[config.mk]
export PLATFORM = sky130hd
export DESIGN_NAME = sec08_queues_bypass_queue_flat
export DESIGN_NICKNAME = d
export VERILOG_FILES = /design/src/rtl/sec08_queues_bypass_queue_pkg.sv /design/src/rtl/sec08_queues_bypass_queue_if.sv /design/src/rtl/sec08_queues_bypass_queue_ctrl.sv /design/src/rtl/sec08_queues_bypass_queue.sv /design/src/flat_wrapper.sv
export SDC_FILE = /design/constraint.sdc
export NUM_CORES = 1
export LEC_CHECK = 0
export CORE_ASPECT_RATIO = 2
export CORE_MARGIN = 3
export CORE_UTILIZATION = 44
export CTS_CLUSTER_SIZE = 30
export DETAILED_ROUTE_END_ITERATION = 6
export PLACE_DENSITY = 0.76
export SETUP_SLACK_MARGIN = 0.3
export SLEW_MARGIN = 20
export SYNTH_ARGS = -nofsm -noshare
export SYNTH_HDL_FRONTEND = slang
export SYNTH_SLANG_ARGS = --single-unit
export TNS_END_PERCENT = 5
[constraint.sdc]
create_clock -name clk -period 2.5 [get_ports clk]
set_input_delay 0.5 -clock clk [delete_from_list [all_inputs] [get_ports clk]]
set_output_delay 0.5 -clock clk [all_outputs]
set_load 0.05 [all_outputs]
[src/rtl/sec08_queues_bypass_queue_pkg.sv]
// Width helpers shared by the bypass queue datapath and control.
package sec08_queues_pkg;

    // Pointer width: log2 of the entry count, never narrower than one bit.
    function automatic int unsigned ptr_nbits(input int unsigned n);
        return (n <= 1) ? 1 : $clog2(n);
    endfunction

    // Occupancy width: must represent 0..n inclusive.
    function automatic int unsigned cnt_nbits(input int unsigned n);
        return (n < 1) ? 1 : $clog2(n + 1);
    endfunction

endpackage

[src/rtl/sec08_queues_bypass_queue_if.sv]
// Producer/consumer val/rdy streams of the bypass queue.
interface sec08_queues_bypass_queue_if #(
    parameter int unsigned p_msg_nbits = 32
) ();
    logic                   istream_val;
    logic                   istream_rdy;
    logic [p_msg_nbits-1:0] istream_msg;
    logic                   ostream_val;
    logic                   ostream_rdy;
    logic [p_msg_nbits-1:0] ostream_msg;

    modport master (
        output istream_val, istream_msg, ostream_rdy,
        input  istream_rdy, ostream_val, ostream_msg
    );

    modport slave (
        input  istream_val, istream_msg, ostream_rdy,
        output istream_rdy, ostream_val, ostream_msg
    );
endinterface

[src/rtl/sec08_queues_bypass_queue_ctrl.sv]
// Bypass queue control: pointers, occupancy, handshake and write/bypass decisions.
module sec08_queues_bypass_queue_ctrl
    import sec08_queues_pkg::*;
#(
    parameter int unsigned  p_num_msgs = 2,
    localparam int unsigned PTR_W      = ptr_nbits(p_num_msgs),
    localparam int unsigned CNT_W      = cnt_nbits(p_num_msgs)
) (
    input  logic             clk,
    input  logic             reset,
    input  logic             istream_val,
    input  logic             ostream_rdy,
    output logic             istream_rdy,
    output logic             ostream_val,
    output logic             wen,
    output logic             bypass_sel,
    output logic [PTR_W-1:0] waddr,
    output logic [PTR_W-1:0] raddr,
    output logic [CNT_W-1:0] num_free_entries
);

    logic [PTR_W-1:0] enq_ptr_q, enq_ptr_d;
    logic [PTR_W-1:0] deq_ptr_q, deq_ptr_d;
    logic [CNT_W-1:0] count_q,   count_d;
    logic             empty, full, enq, deq, bypass, deq_adv;

    // Handshake and next-state; a bypassed message leaves storage untouched.
    always_comb begin
        enq_ptr_d   = enq_ptr_q;
        deq_ptr_d   = deq_ptr_q;
        count_d     = count_q;

        empty       = (count_q == '0);
        full        = (count_q == CNT_W'(p_num_msgs));
        istream_rdy = !reset && !full;
        ostream_val = !reset && (!empty || istream_val);
        enq         = istream_val && istream_rdy;
        deq         = ostream_val && ostream_rdy;
        bypass      = empty && enq && deq;
        wen         = enq && !bypass;
        deq_adv     = deq && !bypass;

        if (wen) begin
            enq_ptr_d = (enq_ptr_q == PTR_W'(p_num_msgs - 1)) ? '0 : enq_ptr_q + PTR_W'(1);
        end
        if (deq_adv) begin
            deq_ptr_d = (deq_ptr_q == PTR_W'(p_num_msgs - 1)) ? '0 : deq_ptr_q + PTR_W'(1);
        end

        case ({wen, deq_adv})
            2'b10:   count_d = count_q + CNT_W'(1);
            2'b01:   count_d = count_q - CNT_W'(1);
            default: count_d = count_q;
        endcase
    end

    always_ff @(posedge clk) begin
        if (reset) begin
            enq_ptr_q <= '0;
            deq_ptr_q <= '0;
            count_q   <= '0;
        end else begin
            enq_ptr_q <= enq_ptr_d;
            deq_ptr_q <= deq_ptr_d;
            count_q   <= count_d;
        end
    end

    assign waddr            = enq_ptr_q;
    assign raddr            = deq_ptr_q;
    assign bypass_sel       = empty;
    assign num_free_entries = CNT_W'(p_num_msgs) - count_q;

endmodule

[src/rtl/sec08_queues_bypass_queue.sv]
// Bypass val/rdy queue: an empty queue forwards the input message to the output in the same cycle.
module sec08_queues_bypass_queue
    import sec08_queues_pkg::*;
#(
    parameter int unsigned  p_msg_nbits = 32,
    parameter int unsigned  p_num_msgs  = 2,
    localparam int unsigned CNT_W       = cnt_nbits(p_num_msgs)
) (
    input  logic                  clk,
    input  logic                  reset,
    sec08_queues_bypass_queue_if.slave qif,
    output logic [CNT_W-1:0]      num_free_entries
);

    localparam int unsigned PTR_W = ptr_nbits(p_num_msgs);
    // Storage rounded up to a power of two so pointer indexing is width-exact; extra slots are never written.
    localparam int unsigned DEPTH = 32'(1) << PTR_W;

    logic                   wen;
    logic                   bypass_sel;
    logic [PTR_W-1:0]       waddr, raddr;
    logic [p_msg_nbits-1:0] mem_q [DEPTH];
    logic [p_msg_nbits-1:0] mem_d [DEPTH];

    sec08_queues_bypass_queue_ctrl #(
        .p_num_msgs (p_num_msgs)
    ) u_ctrl (
        .clk              (clk),
        .reset            (reset),
        .istream_val      (qif.istream_val),
        .ostream_rdy      (qif.ostream_rdy),
        .istream_rdy      (qif.istream_rdy),
        .ostream_val      (qif.ostream_val),
        .wen              (wen),
        .bypass_sel       (bypass_sel),
        .waddr            (waddr),
        .raddr            (raddr),
        .num_free_entries (num_free_entries)
    );

    always_comb begin
        mem_d = mem_q;
        if (wen) begin
            mem_d[waddr] = qif.istream_msg;
        end
    end

    always_ff @(posedge clk) begin
        mem_q <= mem_d;
    end

    assign qif.ostream_msg = bypass_sel ? qif.istream_msg : mem_q[raddr];

endmodule

[src/flat_wrapper.sv]
// flat-port wrapper written by rule: the top's interface ports become plain ports
module sec08_queues_bypass_queue_flat import sec08_queues_pkg::*;
#(
    parameter int unsigned  p_msg_nbits = 32,
    parameter int unsigned  p_num_msgs  = 2,
    localparam int unsigned CNT_W       = cnt_nbits(p_num_msgs)
)
  (clk, reset, num_free_entries, qif_istream_val, qif_istream_msg, qif_ostream_rdy, qif_istream_rdy, qif_ostream_val, qif_ostream_msg);
  sec08_queues_bypass_queue_if #(.p_msg_nbits(p_msg_nbits)) qif_i ();
  input  logic clk;
  input  logic reset;
  output logic [CNT_W-1:0] num_free_entries;
  input wire logic [$bits(qif_i.istream_val)-1:0] qif_istream_val;
  input wire logic [$bits(qif_i.istream_msg)-1:0] qif_istream_msg;
  input wire logic [$bits(qif_i.ostream_rdy)-1:0] qif_ostream_rdy;
  output wire logic [$bits(qif_i.istream_rdy)-1:0] qif_istream_rdy;
  output wire logic [$bits(qif_i.ostream_val)-1:0] qif_ostream_val;
  output wire logic [$bits(qif_i.ostream_msg)-1:0] qif_ostream_msg;
  assign qif_i.istream_val = qif_istream_val;
  assign qif_i.istream_msg = qif_istream_msg;
  assign qif_i.ostream_rdy = qif_ostream_rdy;
  assign qif_istream_rdy = qif_i.istream_rdy;
  assign qif_ostream_val = qif_i.ostream_val;
  assign qif_ostream_msg = qif_i.ostream_msg;
  sec08_queues_bypass_queue #(.p_msg_nbits(p_msg_nbits), .p_num_msgs(p_num_msgs)) u_core (.clk(clk), .reset(reset), .qif(qif_i), .num_free_entries(num_free_entries));
endmodule
-- Word level (Yosys, flattened, before mapping)
Index checks and enable logic that the tools add are counted.
W data, S select, Z words.
- register bits: 68
- word-level logic and storage cells: 44
- $add $sub $neg: 5
- magnitude comparators: 3
- equality and inequality tests: 3
- multiplexer cells: 10
- bitwise gates (word level): 2
- reductions and logical operators: 16
- operators with widths (operator ; count):
    $mux W32 ; 5
    $bwmux W64 ; 1
    $demux W32 S1 ; 1
    $logic_and A1 B1 Y1 ; 9
    $eq A2 B2 Y1 const B ; 2
    $ge A2 B2 Y1 const B ; 2
    $logic_not A1 Y1 ; 4
    $not A1 Y2 ; 2
    $pmux W2 S2 ; 1
    $add A1 B1 Y1 const B ; 2
    $add A2 B1 Y2 const B ; 1
    $eq A2 B1 Y1 const B ; 1
    $logic_not A2 Y1 ; 1
    $lt A2 B1 Y1 const B ; 1
    $mux W1 ; 2
    $reduce_bool A2 Y1 ; 1
    $sub A2 B1 Y2 const B ; 1
    $sub A2 B2 Y2 const A ; 1
    $logic_or A1 B1 Y1 ; 1

-- Longest topological paths before layout
Gate-level depths: netlist of the first run.
- depth in word-level cells: 10
- depth in mapped cells: 9
- depth with buffers taken out: 9

-- Modules after synthesis
Synthesis of the first run repeated with hierarchy kept, for this count alone.
- cell total of the unflattened synthesis: 206
- area total of the unflattened synthesis: 2914.0 um2
- modules (own cells, without submodules) (module ; times used ; cells each ; area an instance (um2) ; seq. area each (um2)):
    sec08_queues_bypass_queue ; 1 ; 173 ; 2648.8 ; 1921.8
    sec08_queues_bypass_queue_ctrl ; 1 ; 33 ; 265.3 ; 80.1

-- Least setup slack after synthesis of the first run
OpenSTA, ideal clock, no wires.
- path type: reg-to-reg
- start point: reg u_core.u_ctrl.count_q[0]
- end point: reg u_core.mem_q[0] (netlist name), enable pin
- arrival: 3.012 ns
- path slack: -0.933 ns
- cell stages (with the launch flop): 6
- path buffers: 0
- period minus slack after synthesis: 3.433 ns
- path through: dfxtp_1 -> inv_1 -> ha_1 -> nor2_1 -> nand3_1 -> nor2_1
- word-level cells in the longest chain between the ends: 8
- elaborated cells between the ends (all ways): 13
- those cells by class: 1 x eq/ne; 12 x reduce/logical
- RTL lines (element ; RTL line ; RTL):
    start: declaration ; sec08_queues_bypass_queue_ctrl.sv:24 ; logic [CNT_W-1:0] count_q, count_d;
    start signal: assignment ; sec08_queues_bypass_queue_ctrl.sv:65 ; count_q <= count_d;
    $eq A2 B2 Y1 * ; sec08_queues_bypass_queue_ctrl.sv:34 ; full = (count_q == CNT_W'(p_num_msgs));
    $logic_not A1 Y1 * ; sec08_queues_bypass_queue_ctrl.sv:35 ; istream_rdy = !reset && !full;
    $logic_and A1 B1 Y1 * ; sec08_queues_bypass_queue_ctrl.sv:35 ;
    named net qif_istream_rdy ; flat_wrapper.sv:16 ; output wire logic [$bits(qif_i.istream_rdy)-1:0] qif_istream_rdy;
    $logic_and A1 B1 Y1 * ; sec08_queues_bypass_queue_ctrl.sv:37 ; enq = istream_val && istream_rdy;
    $logic_and A1 B1 Y1 (2 in a row) ; sec08_queues_bypass_queue_ctrl.sv:39 ; bypass = empty && enq && deq;
    $logic_not A1 Y1 ; sec08_queues_bypass_queue_ctrl.sv:40 ; wen = enq && !bypass;
    $logic_and A1 B1 Y1 * ; sec08_queues_bypass_queue_ctrl.sv:40 ;
    end signal: assignment ; sec08_queues_bypass_queue.sv:49 ; mem_q <= mem_d;
    end: declaration ; sec08_queues_bypass_queue.sv:22 ; logic [p_msg_nbits-1:0] mem_q [DEPTH];
Mark *: on every way through the listed nets, which the timed path passes. The rest lies on a longest branch.
A chain may end at the register's enable or synchronous reset.

-- Final worst setup path of the first run
- start point: reg u_core.u_ctrl.count_q[0]
- end point: out qif_ostream_msg[7]
- word-level cells in the longest chain between the ends: 2
- RTL lines (element ; RTL line ; RTL):
    $logic_not A2 Y1 ; sec08_queues_bypass_queue_ctrl.sv:33 ; empty = (count_q == '0);
    $mux W32 ; sec08_queues_bypass_queue.sv:52 ; assign qif.ostream_msg = bypass_sel ? qif.istream_msg : mem_q[raddr];
    end: declaration ; flat_wrapper.sv:18 ; output wire logic [$bits(qif_i.ostream_msg)-1:0] qif_ostream_msg;
No other way between the ends.

==> qor.txt, run 1 <==
Clock Skews = 0.005906 ns
WS Path Type = flip-flop to output pin
hold slack = 0.5414 ns
Crit path required time = 2.00 ns
Max Root-Sink Buffers = 2
row count = 41
worst path buffer plus inverter count = 3
synthesized instance count = 205
vias in the first global route = 1,945
worst path cell trace = inv_1 -> ha_4 -> buf_4 -> o21ai_1 -> buf_12
DPL Wire Length = 3.954 mm
CTS Buf Count = 9
status = finished, final reports clean
Sink Count = 68
Distinct cells, synth = 21
CP Data Arrival Time = 1.71 ns
FFs w/ async S/R, synth = 0%
actual slew at the worst max-slew pin = 0.5032 ns
fillcell total = 421
post-detailed-route count of antenna-violating nets = 0
Clock Latency Late Sink = 0.33 ns
sequential fraction of the synthesis area = 70.05%
Synth Cell Area = 2858 um^2
Starting Density = 45.29%
Core Region = 6310 um^2
Worst setup SP type = flip-flop
antenna cells = 0
pin count of the biggest net entering global routing = 46
DR iter-0 viols = 58
fmax = 451.8 MHz
max_slew headroom = 66.35%
Avg Cell Area, Syn = 13.94 um^2
total power = 3.885 mW
synth warn = 0
layout cell share with drive strength beyond 1 = 30.45%
final WL = 6.366 mm
Synthesized Nets = 244
Clk pwr share = 29.0%
internal power = 2.631 mW
IO Pins = 72
CTS tree = built
synth top area cells = edfxtp_1 67%, mux2i_1 11%, o21ai_0 6.0%, nand2_1 4.5%, dfxtp_1 2.8%
drt first pass iters = 4
die height = 120.0 um
total grt overflow = 0
Gate power share = 37.1%
CTS Root Buffer Type = clkbuf_16
Switching Share = 32.28%
Post-synth EDFFs = 64
Vias/cell = 4.979
area delta synth->final = 56.44%
delay-heaviest family, CP = buffers and inverters
Final Cycle Share = 88.54%
Wirelength per Cell = 16.98 um
most common cell in the synthesized netlist = edfxtp_1
Slowest cell on crit path = dfxtp_1
DP Area = 4051 um^2
pwr dens = 868.9 nW/um^2
P_leak = 1.596 nW
Most used DFF post-synth = edfxtp_1
fin area = 4471 um^2
Tmin final = 2.214 ns
H-Tree Depth = 3
total number of vias = 1,867
RSZ-0062 raised after global routing = yes
endpoint kind of the worst setup timing path = output pin
crit path max fanout = 11
RePlAce Congestion = 0.7519
GRT Total Usage = 17.16%
Max-cap violations = 0
Max Slew Vio Count = 0
max incr delay on CP = 0.41 ns
Hold Crit Class = flip-flop to flip-flop
leading area contributor after synthesis = edfxtp_1
first-pass GRT wire length = 9.639 mm
number of buffers added on ports = 71
# nets final = 323
share of the synthesized area in the top cell type = 67.25%
clk slew on worst S/H paths = 0.05 ns
Max VDD drop = 0.6741 mV
sequential share of power = 33.9%
DRC violations left = 0
commonest cells in the netlist = 64 x edfxtp_1, 34 x nand2_1, 34 x o21ai_0
setup_tns = 0 ns
initial antenna violation count = 0
# setup viols final = 0
Final Hold Vio Count = 0
Sw Pwr = 1.254 mW
die area = 7556 um^2
DIE WIDTH = 62.99 um
Yosys reg bits = 68
-- path summary, 6_finish.rpt --
kind | startpoint | end | slack, ns | cells past startpoint
worst min register to register | u_core.u_ctrl.waddr$_SDFFE_PP0P_ | u_core.u_ctrl.waddr$_SDFFE_PP0P_ | 0.54 | 1
worst min-delay path | u_core.u_ctrl.waddr$_SDFFE_PP0P_ | u_core.u_ctrl.waddr$_SDFFE_PP0P_ | 0.54 | 1
worst max-delay path | u_core.u_ctrl.count_q[0]$_SDFFE_PP0P_ | qif_ostream_msg[7] | 0.29 | 5
worst max register to register | u_core.u_ctrl.count_q[0]$_SDFFE_PP0P_ | u_core.u_ctrl.count_q[1]$_SDFFE_PP0P_ | 0.31 | 8
-- per-layer routing --
| layer | GRT usage, % | vias up | wire, um |
|---|---|---|---|
| li1 | - | 912 | - |
| met1 | 17.86 | 905 | 2358 |
| met2 | 30.18 | 39 | 3615 |
| met3 | 6.180 | 11 | 260 |
| met4 | 7.884 | 0 | 132 |
| met5 | 0 | - | 0 |
-- layout by cell type (no fill, tap or decap) --
master	instances
clkbuf_1	4
nor2_4	3
clkinv_2	1
clkbuf_8	1
buf_2	1
a21oi_1	1
clkbuf_16	10
o21ai_0	2
mux2_2	1
dfxtp_2	1
o21ai_1	8
a21oi_2	1
xnor2_1	1
buf_12	37
a311o_1	1
xor2_1	1
or3_1	1
nor2_1	2
dfxtp_1	3
clkdlybuf4s50_1	36
ha_4	2
nand2_1	34
inv_1	6
nor2b_1	2
nand3_2	1
a21boi_1	1
dlygate4sd2_1	1
buf_4	4
ha_1	1
mux2i_1	32
clkinvlp_4	1
o21ai_2	24
edfxtp_1	64
-- worst reg2reg max path: stages, from the launching register on --
cell	delay, ns
dfxtp_1	0.41
inv_1	0.12
ha_4	0.22
buf_4	0.19
a21boi_1	0.18
nor2b_1	0.23
ha_4	0.24
or3_1	0.36
a21oi_1	0.16
-- power by group through the flow --
stage               Combinational [mW]  Sequential [mW]  Clock (mW)
global placement                  1.32             1.34           0
detailed placement                1.33             1.34           0
floorplan                        0.692             1.33           0
global route                      1.50             1.32        1.20
finish                            1.44             1.32        1.13
CTS                               1.35             1.32        1.15
-- registers in the layout (all words and copies together) (netlist names) --
name,flops
u_core.u_ctrl.waddr,1
u_core.u_ctrl.count_q,2
u_core.u_ctrl.raddr,1
u_core.mem_q,64
-- cells by family (layout without fill, tap and decap cells) --
group | after synthesis | in the layout | share of synthesized area [%]
flops | 68 | 68 | 70.05
simple gates | 43 | 43 | 5.954
buf+inv | 18 | 102 | 3.546
xor+xnor | 2 | 2 | 0.6131
fa+ha+maj | 3 | 3 | 1.314
mux | 33 | 33 | 11.60
compound gates | 38 | 38 | 6.918
-- cell type report --
type                    count  area [um^2]  share of cell area, %
multi-input cells         119        900.9                  20.15
flip-flops and latches     68         2003                  44.81
repair buffers             80         1170                  26.17
inverters                   6        22.52                 0.5038
clock inverters             2        12.51                 0.2799
well taps                  86        107.6                  2.407
clock buffers              14        254.0                  5.682
-- stage by stage --
stage,setup WS [ns],util (%),cells
after floorplan,0.04388,-,205
after global placement,0.2010,64.21,356
after detailed placement,0.1309,64.21,356
after CTS,0.2500,68.69,373
after global routing,0.1892,70.85,375
final,0.2864,70.85,375
-- what timing repair did --
item,CTS,global route
gates resized for setup,12,29
hold buffers,0,0
endpoints found under the setup margin,29,33
cloned,0,1
pin swaps,1,1
setup buffers,1,1
Power figures use the tool's default switching activity.
==> run 2, diff against run 1 <==
MAX_ROUTING_LAYER = met4   (was default)
==> run 2 against run 1 <==
  * Routed wire length shrank 0.50%
  * Critical path type unchanged
  * Highest routed layer unchanged
  * Combinational power barely moved
  * Critical endpoint unchanged
  * Maximum frequency about the same
  * Flip-flop and latch count unchanged
  * Sequential share of layout area unchanged
  * Clock skew increased by 0.00055 ns
==> qor.txt, run 2 (synthesized netlist as in run 1, its figures left out) <==
status = finished, final reports clean
fin area = 4471 um^2 (unchanged)
placed cells = 356 (unchanged)
IO Pins = 72 (unchanged)
Max-cap violations = 0 (unchanged)
crit path max fanout = 11 (unchanged)
hold slack = 0.5402 ns (-0.001199 ns)
DIE WIDTH = 62.99 um (unchanged)
non-filler cells, final = 375 (unchanged)
initial antenna violation count = 0 (unchanged)
Final Cycle Share = 88.58% (about the same)
CTS tree = built
H-Tree Depth = 3 (unchanged)
Slowest cell on crit path = dfxtp_1
Max Slew Vio Count = 0 (unchanged)
Clock Skews = 0.006451 ns (+0.0005451 ns)
Tmin final = 2.215 ns (+0.0009650 ns)
# setup viols final = 0 (unchanged)
die area = 7556 um^2 (unchanged)
Core Region = 6310 um^2 (unchanged)
DR iter-0 viols = 67 (+16%)
drt first pass iters = 4 (unchanged)
worst path cell trace = inv_1 -> ha_4 -> buf_4 -> o21ai_1 -> buf_12
fillcell total = 421 (unchanged)
CP Data Arrival Time = 1.71 ns (about the same)
vias in the first global route = 1,945 (unchanged)
Starting Density = 45.29% (unchanged)
max_slew headroom = 66.39% (about the same)
setup_tns = 0 ns (unchanged)
Wirelength per Cell = 16.89 um (-0.50%)
final WL = 6.334 mm (-0.50%)
GRT Total Usage = 17.56% (+0.40 points)
DP Area = 4051 um^2 (unchanged)
die height = 120.0 um (unchanged)
CTS Root Buffer Type = clkbuf_16
area delta synth->final = 56.44% (unchanged)
commonest non-fill, non-tap cells in the layout = 64 x edfxtp_1, 37 x buf_12, 36 x clkdlybuf4s50_1, 34 x nand2_1, 32 x mux2i_1
Hold Crit Class = flip-flop to flip-flop
CTS Buf Count = 9 (unchanged)
Crit path required time = 2.00 ns (about the same)
pwr dens = 867.6 nW/um^2 (-0.15%)
fmax = 451.6 MHz (about the same)
first-pass GRT wire length = 9.611 mm (-0.29%)
# nets final = 323 (unchanged)
WS Path Type = flip-flop to output pin
hold-fix buffers at CTS = 0 (unchanged)
worst reg2reg setup slack = 0.30 ns (about the same)
total number of vias = 1,873 (+0.32%)
Vias/cell = 4.995 (+0.32%)
total grt overflow = 0 (unchanged)
Max VDD drop = 0.6706 mV (-0.52%)
RePlAce Congestion = 0.7615 (+1.3%)
DRC violations left = 0 (unchanged)
Final Hold Vio Count = 0 (unchanged)
leading cell type in the layout, fill and taps excluded = edfxtp_1
layout cell share with drive strength beyond 1 = 30.45% (unchanged)
Top Registers = u_core.mem_q (64), u_core.u_ctrl.count_q (2)
Clock Latency Late Sink = 0.33 ns (about the same)
Max Root-Sink Buffers = 2 (unchanged)
max reg flops = 64 (unchanged)
post-detailed-route count of antenna-violating nets = 0 (unchanged)
max incr delay on CP = 0.41 ns (about the same)
Setup WS pre-CTS = 0.1309 ns (unchanged)
P_leak = 1.596 nW (unchanged)
endpoint kind of the worst setup timing path = output pin
actual slew at the worst max-slew pin = 0.5026 ns (-0.0005627 ns)
number of buffers added on ports = 71 (unchanged)
Most flops, register = u_core.mem_q
antenna cells = 0 (unchanged)
Worst setup SP type = flip-flop
RSZ-0062 raised after global routing = yes
row count = 41 (unchanged)
clk slew on worst S/H paths = 0.05 ns (about the same)
fin worst setup slack = 0.2854 ns (-0.0009650 ns)
Sink Count = 68 (unchanged)
pin count of the biggest net entering global routing = 46 (unchanged)
DPL Wire Length = 3.954 mm (unchanged)
## run 2: cell counts in the layout (fill, tap and decap cells not counted)
Identical to the previous run, type by type.
## run 2: path summary, 6_finish.rpt
kind	startpoint	to	cells after the start
worst min register to register	u_core.u_ctrl.waddr$_SDFFE_PP0P_	u_core.u_ctrl.waddr$_SDFFE_PP0P_	1
worst max register to register	u_core.u_ctrl.count_q[0]$_SDFFE_PP0P_	u_core.u_ctrl.count_q[1]$_SDFFE_PP0P_	8
worst min-delay path	u_core.u_ctrl.waddr$_SDFFE_PP0P_	u_core.u_ctrl.waddr$_SDFFE_PP0P_	1
worst max-delay path	u_core.u_ctrl.count_q[0]$_SDFFE_PP0P_	qif_ostream_msg[7]	5
## run 2: what timing repair did
item                                    CTS  global route
setup buffers                             1             1
endpoints found under the setup margin   29            32
cloned                                    0             1
pin swaps                                 1             1
resized for setup                        12            29
## run 2: area by class of cell
type	count	area, um^2	area share [%]
clock buffers	14	254.0	5.682
clock inverters	2	12.51	0.2799
inverters	6	22.52	0.5038
multi-input cells	119	900.9	20.15
flip-flops and latches	68	2003	44.81
well taps	86	107.6	2.407
repair buffers	80	1170	26.17
## run 2: power by group
part / switching, mW / internal, mW
clock network: 0.426 / 0.697
registers: 0.0162 / 1.30
logic: 0.806 / 0.634
## run 2: metal layers
| metal | part of all wire, % | vias to the layer above | track usage [%] |
|---|---|---|---|
| li1 | - | 915 | - |
| met1 | 37 | 904 | 17.80 |
| met2 | 57 | 41 | 30.38 |
| met3 | 3.7 | 13 | 5.056 |
| met4 | 2.3 | 0 | 8.714 |
| met5 | 0 | - | - |
## run 2: stage by stage
| step | utilization (%) | power [mW] |
|---|---|---|
| final | 70.85 | 3.879 |
| after global routing | 70.85 | 4.014 |
| after CTS | 68.69 | 3.819 |
| after detailed placement | 64.21 | 2.672 |
| after global placement | 64.21 | 2.657 |
| after floorplan | - | 2.026 |
## run 2: worst max-delay path: cells and delay by family, from the launching register on
family                   cells  cell delay (ns)
adder cells (fa/ha/maj)      1             0.22
flip-flops                   1             0.41
AO/OA/AOI/OAI                1             0.26
buffers and inverters        3             0.49
